`src/rtl/retire_recovery_ctrl.sv`:
```
// Precise-state recovery sequencer: squash, banked map-table restore, freelist restore,
// FU drain and fetch redirect. Optional perf counters via RECOVER_PERF_CNT_EN.

`ifndef ROB
`define ROB 5
`endif

module retire_recovery_ctrl #(
    parameter int CHUNK     = 8,
    parameter int DRAIN_MAX = 15
) (
    input  logic             clock,
    input  logic             reset,
    input  logic             recover_req,
    input  logic [31:0]      recover_pc,
    input  logic [`ROB-1:0]  recover_fl_head,
    input  logic             fu_busy,
    output logic             squash,
    output logic             dispatch_stall,
    output logic             retire_stall,
    output logic             mt_restore_en,
    output logic [4:0]       mt_restore_base,
    output logic             fl_restore_en,
    output logic [`ROB-1:0]  fl_restore_head,
    output logic             fetch_redirect,
    output logic [31:0]      redirect_pc,
    output logic             recover_busy
`ifdef RECOVER_PERF_CNT_EN
    ,
    output logic [31:0]      recover_count,
    output logic [31:0]      recover_stall_cycles
`endif
);

    localparam int NCHUNK = 32 / CHUNK;
    localparam int KW     = (NCHUNK > 1) ? $clog2(NCHUNK) : 1;
    localparam logic [KW-1:0] K_LAST = KW'(NCHUNK - 1);
    localparam logic [3:0]    DMAX   = 4'(DRAIN_MAX);

    typedef enum logic [2:0] {
        S_IDLE,
        S_FLUSH,
        S_RESTORE,
        S_DRAIN,
        S_RESUME
    } state_t;

    state_t           state_q, state_d;
    logic [KW-1:0]    chunk_q, chunk_d;
    logic [3:0]       drain_q, drain_d;
    logic [31:0]      pc_q, pc_d;
    logic [`ROB-1:0]  head_q, head_d;
    logic             accept;

    logic             squash_q, squash_d;
    logic             busy_q, busy_d;
    logic             mt_en_q, mt_en_d;
    logic [4:0]       base_q, base_d;
    logic             fl_en_q, fl_en_d;
    logic             redirect_q, redirect_d;

    // State and output registers
    always_ff @(posedge clock) begin
        if (!reset) begin
            state_q    <= S_IDLE;
            chunk_q    <= '0;
            drain_q    <= '0;
            pc_q       <= '0;
            head_q     <= '0;
            squash_q   <= 1'b0;
            busy_q     <= 1'b0;
            mt_en_q    <= 1'b0;
            base_q     <= '0;
            fl_en_q    <= 1'b0;
            redirect_q <= 1'b0;
        end else begin
            state_q    <= state_d;
            chunk_q    <= chunk_d;
            drain_q    <= drain_d;
            pc_q       <= pc_d;
            head_q     <= head_d;
            squash_q   <= squash_d;
            busy_q     <= busy_d;
            mt_en_q    <= mt_en_d;
            base_q     <= base_d;
            fl_en_q    <= fl_en_d;
            redirect_q <= redirect_d;
        end
    end

    // Next-state logic; requests outside IDLE are dropped since retire is stalled
    always_comb begin
        state_d = state_q;
        chunk_d = chunk_q;
        drain_d = drain_q;
        pc_d    = pc_q;
        head_d  = head_q;
        accept  = 1'b0;
        case (state_q)
            S_IDLE: begin
                if (recover_req) begin
                    accept  = 1'b1;
                    pc_d    = recover_pc;
                    head_d  = recover_fl_head;
                    state_d = S_FLUSH;
                end
            end
            S_FLUSH: begin
                chunk_d = '0;
                state_d = S_RESTORE;
            end
            S_RESTORE: begin
                if (chunk_q == K_LAST) begin
                    chunk_d = '0;
                    drain_d = '0;
                    state_d = S_DRAIN;
                end else begin
                    chunk_d = chunk_q + 1'b1;
                end
            end
            S_DRAIN: begin
                if (!fu_busy || drain_q == DMAX) begin
                    state_d = S_RESUME;
                end else begin
                    drain_d = drain_q + 4'd1;
                end
            end
            S_RESUME: begin
                state_d = S_IDLE;
            end
            default: begin
                state_d = S_IDLE;
            end
        endcase
    end

    // Outputs are decoded from the upcoming state so they appear registered (Moore)
    always_comb begin
        busy_d     = (state_d != S_IDLE);
        squash_d   = (state_d == S_FLUSH) ||
                     ((state_d == S_DRAIN) && (drain_d == DMAX));
        mt_en_d    = (state_d == S_RESTORE);
        base_d     = (state_d == S_RESTORE) ? 5'(chunk_d * CHUNK) : 5'd0;
        fl_en_d    = (state_d == S_RESTORE) && (chunk_d == K_LAST);
        redirect_d = (state_d == S_RESUME);
    end

    assign squash          = squash_q;
    assign dispatch_stall  = busy_q;
    assign retire_stall    = busy_q;
    assign recover_busy    = busy_q;
    assign mt_restore_en   = mt_en_q;
    assign mt_restore_base = base_q;
    assign fl_restore_en   = fl_en_q;
    assign fl_restore_head = head_q;
    assign fetch_redirect  = redirect_q;
    assign redirect_pc     = pc_q;

`ifdef RECOVER_PERF_CNT_EN
    logic [31:0] rcnt_q, rcnt_d;
    logic [31:0] scnt_q, scnt_d;

    always_comb begin
        rcnt_d = rcnt_q;
        scnt_d = scnt_q;
        if (accept && rcnt_q != 32'hFFFF_FFFF) begin
            rcnt_d = rcnt_q + 32'd1;
        end
        if (busy_q && scnt_q != 32'hFFFF_FFFF) begin
            scnt_d = scnt_q + 32'd1;
        end
    end

    always_ff @(posedge clock) begin
        if (!reset) begin
            rcnt_q <= '0;
            scnt_q <= '0;
        end else begin
            rcnt_q <= rcnt_d;
            scnt_q <= scnt_d;
        end
    end

    assign recover_count        = rcnt_q;
    assign recover_stall_cycles = scnt_q;
`else
    logic unused_accept;
    assign unused_accept = accept;
`endif

endmodule

```
`config.mk`:
```
export PLATFORM = sky130hd
export DESIGN_NAME = retire_recovery_ctrl
export DESIGN_NICKNAME = d
export VERILOG_FILES = /design/src/rtl/retire_recovery_ctrl.sv
export SDC_FILE = /design/constraint.sdc
export NUM_CORES = 1
export LEC_CHECK = 0
export CAP_MARGIN = 20
export CORE_MARGIN = 4
export CORE_UTILIZATION = 30
export CTS_CLUSTER_DIAMETER = 30
export CTS_CLUSTER_SIZE = 24
export DETAILED_ROUTE_END_ITERATION = 7
export DONT_BUFFER_PORTS = 1
export GPL_TIMING_DRIVEN = 1
export PLACE_DENSITY = 0.42
export SLEW_MARGIN = 10
export SYNTH_ARGS = -nofsm -noshare
export SYNTH_HDL_FRONTEND = slang
export SYNTH_SLANG_ARGS = --single-unit
```
`constraint.sdc`:
```
create_clock -name clock -period 2.9 [get_ports clock]
set_clock_uncertainty 0.15 [all_clocks]
set_input_delay 0.29 -clock clock [delete_from_list [all_inputs] [get_ports clock]]
set_output_delay 0.29 -clock clock [all_outputs]
set_load 0.02 [all_outputs]
```
==> results.toml, run 1 <==
[worst_setup_path]
crit_chain = "nor2_2, nand3b_2, buf_4, nand2_1, a21boi_1, dlygate4sd3_1"
required_ps = 2990
crit_path_end_kind = "flop"
path_buf_inv = 2
arrival_ps = 2510
crit_fanout = 37
slowest_stage = "dfxtp_1"
startpoint_type = "flop"
path_class = "flop to flop"
critPathTopFamily = "buffers and inverters"
reg2reg_slack_ps = 490
slowest_delay_ps = 770

[sta]
tightest_slew_ps = 679
setup_violations = 0
maxClockFrequency_mhz = 415
min_period_ps = 2410
rsz0062_at_grt = "false"
finalHoldViolCount = 0
fin_crit_sh_pct = 83.2
relSlewSlack_pct = 54.7
worst_slack_ps = 488
fin_setup_tns_ps = 0
report.final.slew_viol_count = 0

[run]
drv_cap = 0

[cells_and_area]
finalNetCount = 324
stdcell_count = 378
postLayoutCoreUtil_pct = 38.8
diodes = 0
nFillCells = 715
final_layout_size_suffix_gt1_share_pct = 6.03
syn_to_final_growth_pct = 23.4

[synthesis]
syn_area_per_cell_um2 = 8.73
synth_top_area_share_pct = 48.6
ys_types = 38
ys_top_cells_by_area = "dfxtp_1, nand2_1, a21boi_1"
syn_area_mm2 = 0.00218
postSynthCellCount = 250
synth_edf_count = 0
synthArstFlopShare_pct = 0
ys_ff_latch = 53
yosys_warnings = 0
synth_seq_area_share_pct = 48.6
synth_largest_area_cell = "dfxtp_1"
synth-main-ff-cell = "dfxtp_1"

[drt]
dr.pass1.iters = 4
viasPerCell = 4.62
dr_total_vias = 1748
drt-initial-drc-count = 46
wl_um = 5530
drc = 0
ant_nets = 0
wl_per_cell_um = 14.6

[clock_tree]
cts-root-buf = "clkbuf_8"
cts_made_buffers = 5
numClockSinks = 53
cts_tree = "built"
clkSlewWorstSetupHoldPaths_ps = 100
clockBufferDepth = 2
insertion_delay_ps = 300
post_cts_resized = 0
cts_max_level = 2

[place]
dp.cells = 331
post-place-ws_ps = 1010
place.gp.congestion = 0.789
hpwl_um = 3490
numPortBuffers = 0

[global_route]
antenna_found_initial = 0
grt_max_degree = 44
groute.usage.overall_pct = 12.6
grt_pass1_vias = 1740
grt_pass1_wl_um = 8640
grt_overflow = 0

[power_and_ir_drop]
ir_drop_v = 0.000177
power.density_mw_per_mm2 = 542
p_leak_nw = 1.01

[floorplan]
io_pins = 90
start_util_pct = 31.4
rows = 30
coreArea_mm2 = 0.00694
fp.dieW_um = 93.3
die_y_um = 93.3
die-area_mm2 = 0.00871

[status]
outcome = "completed"

[hold_path]
hold_path.class = "input pin to flop"
-- cells in the final DEF, fill, tap and decap left out, types with 4 or more instances in the layout --
cell	count
nor2_1	4
nor2b_1	4
clkbuf_8	5
dlygate4sd3_1	38
a21boi_0	17
a21boi_1	20
nand2_1	81
dfxtp_1	53
a21oi_1	4
and2_1	4
o211ai_1	4
-- cell families (layout without fill, tap and decap cells) --
| family | count (synthesis) | count (layout) | share of synthesized area [%] |
|---|---|---|---|
| flip-flops | 53 | 53 | 48.6 |
| other | 1 | 3 | 0.172 |
| adder cells (fa/ha/maj) | 2 | 2 | 1.15 |
| AND/OR/NAND/NOR | 113 | 113 | 24.1 |
| AO/OA/AOI/OAI | 57 | 57 | 19.0 |
| buffers and inverters | 23 | 53 | 6.53 |
| multiplexers | 1 | 1 | 0.458 |
-- metrics by stage --
step / power, W / cell area [µm²] / hold WS [ps]
2_1_floorplan: 0.00100 / 2190 / 275
5_1_grt: 0.00155 / 2690 / 1.90
3_3_place_gp: 0.00101 / 2200 / 266
3_5_place_dp: 0.00101 / 2200 / 269
4_1_cts: 0.00150 / 2690 / 0.0490
6_report: 0.00146 / 2690 / 16.3
-- sequential cells by signal (all words and copies together), names as in the netlist --
name / cells
fl_restore_en: 1
squash: 1
chunk_q: 2
fetch_redirect: 1
drain_q: 4
dispatch_stall: 1
mt_restore_base: 2
mt_restore_en: 1
state_q: 3
redirect_pc: 32
fl_restore_head: 5
-- report_power, final --
| part | leakage, nW | internal (W) | total, W | switching (W) |
|---|---|---|---|---|
| logic | 0.527 | 0.0000879 | 0.000180 | 0.0000922 |
| clock network | 0.0481 | 0.000172 | 0.000415 | 0.000243 |
| registers | 0.434 | 0.000772 | 0.000866 | 0.0000939 |
| total | 1.01 | 0.00103 | 0.00146 | 0.000429 |
-- routing by layer --
layer | share of wire [%] | track usage, %
met1 | 44 | 15.5
met4 | 1.1 | 4.52
met5 | 0 | 0
met2 | 47 | 20.8
met3 | 7.7 | 3.70
-- synthesized netlist by cell type (2+ instances only) --
cell type and n:
ha_1 2, a21oi_1 4, a22oi_1 2, nand4_1 2
nor2_1 4, dfxtp_1 53, nor4_1 3, nand2_1 81
buf_6 2, a21boi_0 17, buf_4 10, a21boi_1 20
inv_1 3, o21ai_0 3, and2_1 4, nand2b_1 2
a31oi_1 2, a22o_1 2, nand3_1 3, o211ai_1 4
clkbuf_1 5, nor2b_1 4, buf_2 3
-- worst paths after layout --
check                                                      to  cells after the start                   from
worst max-delay path             redirect_pc[18]$_SDFFE_PN0P_                      6  state_q[0]$_SDFF_PN0_
worst min-delay path                 mt_restore_en$_SDFF_PN0_                      1                  reset
worst max register to register   redirect_pc[18]$_SDFFE_PN0P_                      6  state_q[0]$_SDFF_PN0_
worst min register to register  mt_restore_base[3]$_SDFF_PN0_                      1  chunk_q[0]$_SDFF_PN0_
-- worst register-to-register path, cell delays in order (launching register included) --
cell	delay [ps]
dfxtp_1	770
nor2_2	110
nand3b_2	110
buf_4	370
nand2_1	130
a21boi_1	140
dlygate4sd3_1	580
-- what timing repair did --
item | 4_1_cts | 5_1_grt
endpoints found under the hold margin | 44 | 0
buffers inserted | 0 | 0
hold buffers | 39 | 0
-- cell type report --
type / instances / area, µm² / area share [%]
clock buffer: 5 / 68.8 / 2.55
clock inverter: 3 / 22.5 / 0.836
inverter: 3 / 11.3 / 0.418
multi-input combinational: 176 / 987 / 36.6
sequential: 53 / 1060 / 39.4
tap: 96 / 120 / 4.46
timing repair buffer: 42 / 423 / 15.7
Note: power is estimated with default switching activity, not from simulation.
==> run 2, diff against run 1 <==
--- a/config.mk
+++ b/config.mk
@@ -5,6 +5,7 @@
 export SDC_FILE = /design/constraint.sdc
 export NUM_CORES = 1
 export LEC_CHECK = 0
+export ABC_AREA = 1
 export CAP_MARGIN = 20
 export CORE_MARGIN = 4
 export CORE_UTILIZATION = 30
==> constraint.sdc (replaced) <==
create_clock -name clock -period 2.5 [get_ports clock]
set_clock_uncertainty 0.15 [all_clocks]
set_input_delay 0.25 -clock clock [delete_from_list [all_inputs] [get_ports clock]]
set_output_delay 0.25 -clock clock [all_outputs]
set_load 0.02 [all_outputs]
==> results.toml, run 2 <==
[clock_tree]
post_cts_resized = 0
clockBufferDepth = 2
insertion_delay_ps = 300
numClockSinks = 53
cts_made_buffers = 5
cts-root-buf = "clkbuf_8"
cts_max_level = 2
post-cts-setup-buffers = 0
cts_tree = "built"
clkSlewWorstSetupHoldPaths_ps = 100

[drt]
ant_nets = 0
dr.pass1.iters = 4
viasPerCell = 4.50
drt-initial-drc-count = 62
top_layer_used = "met4"
wl_per_cell_um = 13.5
met3_length_um = 494
dr_total_vias = 1683
drc = 0
wl_met1_um = 2270
wl_um = 5060
wl_met2_um = 2240

[sta]
setup_violations = 0
maxClockFrequency_mhz = 485
relSlewSlack_pct = 55.7
tightest_slew_ps = 664
finalHoldViolCount = 0
rsz0062_at_grt = "false"
min_period_ps = 2060
fin_setup_tns_ps = 0
fin_crit_sh_pct = 82.5
report.final.slew_viol_count = 0

[floorplan]
fp.dieW_um = 90.6
die-area_mm2 = 0.00820
die_y_um = 90.6
io_pins = 90
rows = 29
start_util_pct = 31.5
coreArea_mm2 = 0.00649

[place]
numPortBuffers = 0
place.gp.congestion = 0.771
hpwl_um = 3340

[cells_and_area]
nFillCells = 672
largest_reg_flops = 32
finalNetCount = 339
final_cell_mix = "nor2_1, dfxtp_1, dlygate4sd3_1, o21ai_1, nand2_1"
diodes = 0
syn_to_final_growth_pct = 24.2
final_common_cell = "nor2_1"
final_layout_size_suffix_gt1_share_pct = 10.1
postLayoutCoreUtil_pct = 39.1

[synthesis]
yosys_warnings = 0
synthArstFlopShare_pct = 0
synth_top_area_share_pct = 51.9
synth.most_common_cell = "nor2_1"
synth_seq_area_share_pct = 51.9
ys_top_cells_by_area = "dfxtp_1, nor2_1, o21ai_1"
ys_ff_latch = 53
postSynthCellCount = 264
synth-main-ff-cell = "dfxtp_1"
syn_area_mm2 = 0.00204
synth_edf_count = 0
syn_area_per_cell_um2 = 7.74
ys_types = 23
synth_common_cells = "nor2_1, dfxtp_1, o21ai_1, nand2_1, nand3_1"
synth_largest_area_cell = "dfxtp_1"

[worst_setup_path]
r2r_cells = 7
path_class = "flop to flop"
r2r_end = "fl_restore_head[1]$_SDFFE_PN0P_"
crit_path_end_kind = "flop"
crit_fanout = 23
rr_startpoint = "state_q[2]$_SDFF_PN0_"
required_ps = 2600
crit_path_start = "state_q[2]$_SDFF_PN0_"
arrival_ps = 2160
reg2reg_slack_ps = 440
startpoint_type = "flop"
endpoint = "fl_restore_head[1]$_SDFFE_PN0P_"

[power_and_ir_drop]
combinationalPowerShare_pct = 13.8
switchingPower_w = 0.000561
p_sw_share_pct = 31.5
p_int_w = 0.00122
seqPwrFrac_pct = 58.9
ir_drop_v = 0.000346
total_power_w = 0.00178
p_leak_nw = 1.06
clkPwrFrac_pct = 27.3
power.density_mw_per_mm2 = 702

[global_route]
grt_pass1_vias = 1597
grt_max_degree = 39
antenna_found_initial = 0
grt_overflow = 0
grt_pass1_wl_um = 8300
groute.usage.overall_pct = 12.5

[run]
drv_cap = 0

[hold_path]
hold_path.class = "input pin to flop"

[status]
outcome = "completed"
==> run 2: power by group through the flow <==
| stage | Sequential [W] | Clock, W | Combinational, W |
|---|---|---|---|
| 2_1_floorplan | 0.00105 | 0 | 0.000183 |
| 3_3_place_gp | 0.00107 | 0 | 0.000187 |
| 3_5_place_dp | 0.00107 | 0 | 0.000189 |
| 4_1_cts | 0.00105 | 0.000513 | 0.000248 |
| 5_1_grt | 0.00106 | 0.000553 | 0.000287 |
| 6_report | 0.00105 | 0.000486 | 0.000246 |
==> run 2: layout make-up <==
type                            count  area [µm²]  area share, %
Tap cell                           77        96.3           3.79
Multi-Input combinational cell    181         833           32.8
Clock inverter                      2        13.8          0.542
Sequential cell                    53        1060           41.8
Inverter                           15        56.3           2.22
Timing Repair Buffer               40         405           16.0
Clock buffer                        6        72.6           2.86
==> run 2: worst min-delay path by stage <==
| stage | startpoint | endpoint | slack [ps] | cells past startpoint |
|---|---|---|---|---|
| 2_1_floorplan | recover_fl_head[4] | fl_restore_head[4]$_SDFFE_PN0P_ | 250 | 2 |
| 3_3_place_gp | reset | fl_restore_head[1]$_SDFFE_PN0P_ | 240 | 2 |
| 3_5_place_dp | reset | fl_restore_head[2]$_SDFFE_PN0P_ | 250 | 2 |
| 4_1_cts | fu_busy | fetch_redirect$_SDFF_PN0_ | 30 | 3 |
| 5_1_grt | fu_busy | state_q[2]$_SDFF_PN0_ | 30 | 3 |
| 6_report | fu_busy | fetch_redirect$_SDFF_PN0_ | 30 | 3 |
==> run 2: metrics by stage <==
step | instances | cell area, µm² | setup slack [ps] | hold WS (ps)
2_1_floorplan | 266 | 2050 | 1050 | 247
3_3_place_gp | 328 | 2060 | 840 | 244
3_5_place_dp | 328 | 2060 | 827 | 246
4_1_cts | 374 | 2540 | 438 | 27.3
5_1_grt | 374 | 2540 | 222 | 26.8
6_report | 374 | 2540 | 439 | 34.9
==> run 2: worst max-delay path, stage by stage (launching register included) <==
cell	delay [ps]
dfxtp_1	470
inv_2	60
nand4_1	70
buf_4	220
buf_4	300
o21ai_0	110
dlygate4sd3_1	560
nor2_1	80
==> run 2: routing by layer <==
metal,vias up,GRT usage [%]
li1,897,-
met1,718,15.4
met2,62,19.6
met3,6,5.50
met4,0,3.83
met5,-,0
==> run 2: kinds of logic (layout without fill, tap and decap cells) <==
logic type	Yosys count	after routing	share of synthesized area, %
and+or+nand+nor	133	133	28.3
DFF	53	53	51.9
AOI/OAI and AO/OA	43	43	10.7
buffers and inverters	32	63	7.71
adders and majority gates	2	2	1.22
other	1	3	0.183
==> run 2: repair_timing <==
item	4_1_cts	5_1_grt
setup endpoints to repair	0	0
endpoints found under the hold margin	40	0
hold buffers	38	0
==> run 3, diff against run 2 <==
--- a/config.mk
+++ b/config.mk
@@ -14,7 +14,7 @@
 export DETAILED_ROUTE_END_ITERATION = 7
 export DONT_BUFFER_PORTS = 1
 export GPL_TIMING_DRIVEN = 1
-export PLACE_DENSITY = 0.42
+export PLACE_DENSITY = 0.43
 export SLEW_MARGIN = 10
 export SYNTH_ARGS = -nofsm -noshare
 export SYNTH_HDL_FRONTEND = slang
==> constraint.sdc (replaced) <==
create_clock -name clock -period 1.7 [get_ports clock]
set_clock_uncertainty 0.15 [all_clocks]
set_input_delay 0.17 -clock clock [delete_from_list [all_inputs] [get_ports clock]]
set_output_delay 0.17 -clock clock [all_outputs]
set_load 0.02 [all_outputs]
==> results.toml, run 3 (same netlist as run 2, synthesis figures left out) <==
[power_and_ir_drop]
p_int_w = 0.00184
switchingPower_w = 0.000809
power.density_mw_per_mm2 = 1020
seqPwrFrac_pct = 58.4
ir_drop_v = 0.000401
clkPwrFrac_pct = 27.3
p_leak_nw = 1.08
p_sw_share_pct = 30.6
combinationalPowerShare_pct = 14.3

[drt]
drt-initial-drc-count = 38
dr_total_vias = 1714
wl_um = 5160
viasPerCell = 4.55
wl_per_cell_um = 13.7
drc = 0
ant_nets = 0
dr.pass1.iters = 4

[hold_path]
hold_end = "drain_q[2]$_SDFF_PN0_"
hold_path.class = "input pin to flop"
min_path_cells = 3
min-delay-start = "fu_busy"

[cells_and_area]
finalNetCount = 343
final_layout_size_suffix_gt1_share_pct = 11.7
final_cell_mix = "nor2_1, dfxtp_1, dlygate4sd3_1, o21ai_1, nand2_1"
final_common_cell = "nor2_1"
diodes = 0
seq_area_mm2 = 0.00106
nFillCells = 672
multi_input_area_um2 = 836
largest_reg_flops = 32
syn_to_final_growth_pct = 26.7

[place]
hpwl_um = 3340
numPortBuffers = 0
place.gp.congestion = 0.817
post-place-ws_ps = 137

[sta]
min_period_ps = 1550
fin_crit_sh_pct = 91.0
report.final.slew_viol_count = 0
maxClockFrequency_mhz = 647
worst_slack_ps = 154
relSlewSlack_pct = 61.1
tightest_slew_ps = 582
rsz0062_at_grt = "false"
fin_setup_tns_ps = 0
finalHoldViolCount = 0
setup_violations = 0

[clock_tree]
cts_max_level = 2
clkSlewWorstSetupHoldPaths_ps = 100
cts-root-buf = "clkbuf_8"
clockBufferDepth = 2
numClockSinks = 53
cts_tree = "built"
post-cts-setup-buffers = 0
cts_made_buffers = 5
insertion_delay_ps = 300

[global_route]
grt_max_degree = 39
grt_overflow = 0
grt_pass1_vias = 1728
antenna_found_initial = 0
grt_pass1_wl_um = 8420
groute.usage.overall_pct = 12.7

[worst_setup_path]
crit_path_end_kind = "flop"
rr_startpoint = "state_q[2]$_SDFF_PN0_"
reg2reg_slack_ps = 150
r2r_end = "fl_restore_head[2]$_SDFFE_PN0P_"
arrival_ps = 1590
path_class = "flop to flop"
required_ps = 1750
r2r_cells = 7
startpoint_type = "flop"
crit_fanout = 30

[floorplan]
io_pins = 90
die_y_um = 90.6
die-area_mm2 = 0.00820
start_util_pct = 31.5
fp.dieW_um = 90.6
rows = 29
coreArea_mm2 = 0.00649

[run]
drv_cap = 0

[status]
outcome = "completed"
## run 3: worst max path at each step
stage	slack (ps)	cells after the start	from	to
2_1_floorplan	250	11	drain_q[0]$_SDFF_PN0_	squash$_SDFF_PN0_
3_3_place_gp	110	11	drain_q[1]$_SDFF_PN0_	squash$_SDFF_PN0_
3_5_place_dp	140	11	drain_q[1]$_SDFF_PN0_	squash$_SDFF_PN0_
4_1_cts	110	11	drain_q[1]$_SDFF_PN0_	squash$_SDFF_PN0_
5_1_grt	10	7	state_q[2]$_SDFF_PN0_	fl_restore_head[1]$_SDFFE_PN0P_
6_report	150	7	state_q[2]$_SDFF_PN0_	fl_restore_head[2]$_SDFFE_PN0P_
## run 3: layout make-up
class,count,area share (%)
clock buffer,6,3.19
clock inverter,1,0.290
inverter,15,2.17
multi-input combinational,181,32.3
sequential,53,41.0
tap,77,3.72
timing repair buffer,44,17.4
## run 3: critical path: stages, from the launching register on
cell and delay (ps):
dfxtp_1 460, inv_2 60, nand4_1 140, buf_12 210, inv_2 50, buf_4 200, nor2_1 120, nor2_1 50
## run 3: per-stage QoR
step | util (%) | cells | power [W] | hold slack (ps) | instance area (µm²)
2_1_floorplan | - | 266 | 0.00181 | 167 | 2050
3_3_place_gp | 32.3 | 331 | 0.00187 | 164 | 2100
3_5_place_dp | 32.3 | 331 | 0.00187 | 168 | 2100
4_1_cts | 39.8 | 377 | 0.00270 | 16.1 | 2590
5_1_grt | 39.9 | 377 | 0.00282 | 18.1 | 2590
6_report | 39.9 | 377 | 0.00265 | 24.6 | 2590
## run 3: power groups by stage
| stage | sequential, W | combinational, W | clock (W) |
|---|---|---|---|
| floorplan | 0.00155 | 0.000269 | 0 |
| global placement | 0.00158 | 0.000289 | 0 |
| detailed placement | 0.00158 | 0.000292 | 0 |
| CTS | 0.00155 | 0.000383 | 0.000770 |
| global route | 0.00156 | 0.000434 | 0.000826 |
| finish | 0.00155 | 0.000379 | 0.000722 |
## run 3: layer usage
| layer | share of wire, % | vias up | global-route usage (%) | wire length [µm] |
|---|---|---|---|---|
| met1 | 44 | 757 | 15.7 | 2290 |
| met5 | 0 | - | 0 | 0 |
| li1 | - | 899 | - | - |
| met3 | 8.1 | 2 | 5.08 | 417 |
| met2 | 47 | 56 | 20.4 | 2420 |
| met4 | 0.56 | 0 | 3.44 | 29 |
## run 3: what timing repair did
action	CTS	global route
resized for setup	0	2
hold buffers	39	0
hold endpoints to repair	44	0
setup endpoints to repair	0	5
